### src/rtl/fetch_ctrl.sv
// Instruction-fetch sequencer for the 8-bit CPU program ROM.
// It owns the program counter and drives the ROM address and strobes.
// It decodes only the control-flow opcodes JMP and HLT.
// Every other instruction byte goes to execute over a valid/ready handshake.
module fetch_ctrl #(
    parameter int            AW       = 8,
    parameter int            DW       = 8,
    parameter logic [AW-1:0] RESET_PC = '0,
    parameter logic [3:0]    JMP_OP   = 4'hA,
    parameter logic [3:0]    HLT_OP   = 4'hF
) (
    input  logic          clk,
    input  logic          rst,
    input  logic          start,
    input  logic [DW-1:0] rom_data,
    output logic [AW-1:0] rom_addr,
    output logic          rom_read,
    output logic          rom_ena,
    output logic [DW-1:0] ir,
    output logic          ir_valid,
    input  logic          ir_ready,
    output logic [AW-1:0] pc,
    output logic          halted,
    output logic          busy
);

    typedef enum logic [2:0] {
        IDLE  = 3'd0,
        FETCH = 3'd1,
        JUMP  = 3'd2,
        ISSUE = 3'd3,
        HALT  = 3'd4
    } state_t;

    localparam logic [AW-1:0] PC_ONE = 1;

    state_t        state, state_nx;
    logic [AW-1:0] pc_nx;
    logic [DW-1:0] ir_nx;
    logic          ir_valid_nx;
    logic          halted_nx;
    logic [3:0]    op;

    // Only the upper nibble of a fetched byte matters for control flow.
    assign op = rom_data[DW-1:DW-4];

    // Outputs decode from registered state and pc only.
    // The ROM is enabled solely in the two states that sample rom_data.
    assign rom_addr = pc;
    assign rom_read = (state == FETCH) || (state == JUMP);
    assign rom_ena  = rom_read;
    assign busy     = (state != IDLE) && (state != HALT);

    // State, pc, ir and flags update together; synchronous reset wins over everything.
    always_ff @(posedge clk) begin
        // NOTE: non-blocking assignments make every flop load pre-edge values, so
        // the order of these statements cannot change behaviour.
        if (rst) begin
            state    <= IDLE;
            pc       <= RESET_PC;
            ir       <= '0;
            ir_valid <= 1'b0;
            halted   <= 1'b0;
        end else begin
            state    <= state_nx;
            pc       <= pc_nx;
            ir       <= ir_nx;
            ir_valid <= ir_valid_nx;
            halted   <= halted_nx;
        end
    end

    // Next-state and datapath decode.
    // rom_data is consulted only in FETCH and JUMP.
    always_comb begin
        // NOTE: every value written here is defaulted to its current register first,
        // so no path leaves it unassigned and no latch is inferred.
        state_nx    = state;
        pc_nx       = pc;
        ir_nx       = ir;
        ir_valid_nx = ir_valid;
        halted_nx   = halted;

        unique case (state)
            IDLE: begin
                if (start) begin
                    state_nx = FETCH;
                end
            end

            FETCH: begin
                if (op == HLT_OP) begin
                    // pc stays on the HLT byte, and the byte is not issued.
                    state_nx  = HALT;
                    halted_nx = 1'b1;
                end else if (op == JMP_OP) begin
                    // Step onto the operand byte; the JMP byte itself is consumed here.
                    pc_nx    = pc + PC_ONE;
                    state_nx = JUMP;
                end else begin
                    ir_nx       = rom_data;
                    ir_valid_nx = 1'b1;
                    pc_nx       = pc + PC_ONE;
                    state_nx    = ISSUE;
                end
            end

            JUMP: begin
                // The operand is an absolute target.
                // The byte at the target is fetched normally, whatever its opcode.
                pc_nx    = rom_data[AW-1:0];
                state_nx = FETCH;
            end

            ISSUE: begin
                if (ir_ready) begin
                    ir_valid_nx = 1'b0;
                    state_nx    = FETCH;
                end
            end

            HALT: begin
                state_nx = HALT;
            end

            default: begin
                state_nx = IDLE;
            end
        endcase
    end

endmodule

### config.mk
export PLATFORM = sky130hd
export DESIGN_NAME = fetch_ctrl
export DESIGN_NICKNAME = d
export VERILOG_FILES = /design/src/rtl/fetch_ctrl.sv
export SDC_FILE = /design/constraint.sdc
export NUM_CORES = 1
export LEC_CHECK = 0
export ABC_AREA = 1
export CAP_MARGIN = 20
export CORE_AREA = 2 2 55 57
export DETAILED_ROUTE_END_ITERATION = 16
export DIE_AREA = 0 0 57 59
export PLACE_DENSITY = 0.73
export SETUP_SLACK_MARGIN = 0.02
export SYNTH_ARGS = -nofsm -noshare
export SYNTH_HDL_FRONTEND = slang
export SYNTH_SLANG_ARGS = --single-unit
### constraint.sdc
create_clock -name clk -period 2.15 [get_ports clk]
set_clock_uncertainty 0.1 [all_clocks]
set_input_delay 0.215 -clock clk [delete_from_list [all_inputs] [get_ports clk]]
set_output_delay 0.215 -clock clk [all_outputs]
set_load 0.02 [all_outputs]
==> results.md <==
- Measured against the total synthesized area, the mux share comes to 0.
- The buffer cell driving the clock tree root is clkbuf_4.
- The number of H-tree levels is 1.
- After technology mapping, the gate count stands at 169.
- Input and output buffers added on the ports amount to 40.
- The site row count is 19.
- Static timing analysis puts the maximum clock frequency at 542 MHz.
- The number of placed I/O pins is 41.
- In the finished design, the share of the clock period the worst path needs comes to 0.858.
- Traced cell by cell, the critical path runs through nor2_1, inv_1, clkdlybuf4s50_1.
- The fraction of the mapped netlist area in compound gates is 0.123.
- Counting the fill cells in the layout gives 277.
- The clock passes through at most 2 buffers.
- The synthesized-area fraction occupied by xor and xnor cells is 0.
- The clock buffer count from CTS is 3.
- The slowest stage of the critical path is the clkdlybuf4s50_1 cell.
- The floorplan step defined a die boundary enclosing 3360 um^2.
- The number of global-route vias before repair is 1068.
- TritonCTS built the clock tree.
- The worst path in the final design needs a cycle of 1.84 ns, including I/O delays and setup.
- In the final layout, the share of cells above drive strength 1 is 0.0545.
- The detail route stage leaves a number of antenna-violating nets equal to 0.
- STA classifies the critical path endpoint as an output port.
- The number of distinct standard cells referenced by the synthesized netlist is 20.
- The post-synthesis instance area is 1130 um^2.
- The worst slack at placement is 0.313 ns.
- In the final timing run, aggregate negative setup slack is 0 ns.
- The number of DRC markers in iteration 0 is 22.
- After synthesis, the largest family of logic cells by area is simple AND/OR/NAND/NOR gates.
- The type of the setup path with the least slack is flop to output port.
- The wire length of the first global-routing pass is 4.51 mm.
- The detailed-route wire length per cell is 11.1 um.
- Of the total synthesized cell area, the portion taken by full adders, half adders and majority gates is 0.0111.
- The placer's final routability congestion estimate is 0.854.
- The slack of the worst reg-to-reg path is 0.66 ns.
- The area overhead of the layout relative to synthesis is 34.7%.
- The clock net sink count is 21.
- The critical path's largest stage delay is 0.59 ns.
- The HPWL after detailed placement is 2.01 mm.
- The width of the die is 57 um.
- The largest net degree at the start of global routing is 18.
- IR analysis of the VDD net gives a maximum drop of 0.437 mV.
- The run finished with clean final reports.
- The average instance area after synthesis is 6.69 um^2.
- The post-CTS repair timing setup buffer count is 0.
- The number of antenna violations at the first check in global routing is 0.
- Headroom to the max-slew limit came out at 0.768.
- The number of violations of the max-capacitance limit is 0.
- The effective utilization at floorplan is 0.417.
- The number of antenna diodes in the final layout is 0.
- The number of buffers and inverters on the critical path is 2.
- For the pin with the worst max-slew slack, the measured transition is 0.347 ns.
- Measured along the y axis, the die boundary spans 59 um.
- The total number of yosys warnings is 0.
- The arrival time of data at the critical path endpoint is 1.53 ns.
- Data on the critical path is required at its endpoint by 1.84 ns.
- The number of remaining DRC errors is 0.
- Of the total synthesized cell area, the portion taken by AND, OR, NAND and NOR gates is 0.348.
- The number of iterations in the first detailed-routing pass is 4.
- The static power due to leakage is 0.000656 uW.
- In this run the power density over the cells is 664 nW/um^2.
- The worst hold path belongs to the class flop to flop.
- The area of the core is 2710 um^2.
- Setup repair after global routing left no endpoint under its margin.
- The least setup slack across all paths after layout is 0.306 ns.
- For this run, the total global-route usage over all layers was measured as 0.167.
- The remaining global-route overflow is 0.
- At the end of the flow, the number of nets in the layout was 216.
- Synthesis produced a netlist with a net count of 182.
- The final count of pins violating max slew came to 0.
- The count of endpoints failing hold in the final timing report is 0.
- The later-pin clock latency in the skew report is 0.30 ns.
- STA classifies the critical path startpoint as a flop.
- The clock transition at the registers of the reported paths is 0.12 ns.
- Along the worst path, the maximum fanout reaches 5.
- The cell family with the largest share of critical-path delay is buffers and inverters.
- The synthesized design contains 21 register bits.
- The total number of vias is 1149.
- The per-cell via count in the routed design is 4.93.
- Of the synthesized area, sequential elements account for 0.372.
- The total routed wirelength is 2.58 mm.
- The count of endpoints failing setup in the final report is 0.
-- tightest hold or removal path, delay by kind of cell, from the launching register on --
| kind | cells | cell delay [ns] |
|---|---|---|
| DFF | 1 | 0.33 |
| buffers and inverters | 1 | 0.05 |
| AOI/OAI and AO/OA | 1 | 0.05 |
-- sequential cells by signal, indices dropped and copies added, names as in the netlist --
signal and cells:
ir_valid 1, ir 8, halted 1, pc 8, state 3
-- per-stage QoR --
step           total power [uW]  cell area [um^2]  hold WS [ns]  utilization  instances
6_report                   1010              1520         0.361        0.562        233
5_1_grt                    1080              1520         0.386        0.562        233
4_1_cts                    1020              1520         0.367        0.560        233
3_5_place_dp                830              1490         0.348        0.550        229
3_3_place_gp                825              1490         0.341        0.550        229
2_1_floorplan               693              1130         0.262            -        169
-- cells in the final DEF, fill, tap and decap left out, drive strengths merged, types with 3 or more instances in the layout --
cell type / n
nand2: 53
clkdlybuf4s50: 38
dfxtp: 21
inv: 19
nor2: 18
nand3: 17
a21oi: 15
o21ai: 4
clkbuf: 3
a21boi: 3
-- path summary, 6_finish.rpt --
| path | from | to | cells after the start |
|---|---|---|---|
| setup / recovery | state[0] | busy | 3 |
| setup reg to reg | state[0] | ir[1] | 5 |
| hold / removal | ir[5] | ir[5] | 2 |
| hold reg to reg | ir[5] | ir[5] | 2 |
-- per-layer routing --
layer,share of wire,GRT usage,vias up
li1,-,-,590
met1,0.46,0.204,525
met2,0.49,0.299,30
met3,0.036,0.0197,4
met4,0.015,0.0698,0
met5,0,0,-
-- power breakdown --
part | internal (uW) | total, uW | switching [uW]
logic | 161 | 355 | 194
clock network | 69.4 | 194 | 124
registers | 426 | 463 | 37.4
total | 656 | 1010 | 355
-- cell type report --
cell class              count  area [um^2]  area share
inverters                  19         71.3      0.0468
well taps                  31         38.8      0.0255
flip-flops and latches     21          420       0.276
clock buffers               3         22.5      0.0148
repair buffers             42          420       0.276
clock inverters             1         5.00     0.00328
multi-input cells         116          546       0.358
-- cell families (layout without fill, tap and decap cells) --
logic type      Yosys count  after routing
simple gates             90             90
buf+inv                  32             65
compound gates           25             25
flops                    21             21
fa+ha+maj                 1              1
-- what timing repair did --
| action | 4_1_cts | 5_1_grt |
|---|---|---|
| hold buffers | 0 | 0 |
| resized for setup | 0 | 2 |
| endpoints found under the setup margin | 0 | 2 |
-- Yosys cell counts, drive strengths merged --
master | instances | area share
ha | 1 | 0.011
a21oi | 15 | 0.066
a21boi | 3 | 0.020
nor2 | 18 | 0.073
nand3 | 17 | 0.075
clkbuf | 2 | 0.0066
a31oi | 1 | 0.0055
nor3 | 1 | 0.0044
dfxtp | 21 | 0.37
nand2 | 53 | 0.18
buf | 11 | 0.076
o21bai | 2 | 0.013
o21ai | 4 | 0.018
nand3b | 1 | 0.018
inv | 19 | 0.063
Note: power is estimated with default switching activity, not from simulation.
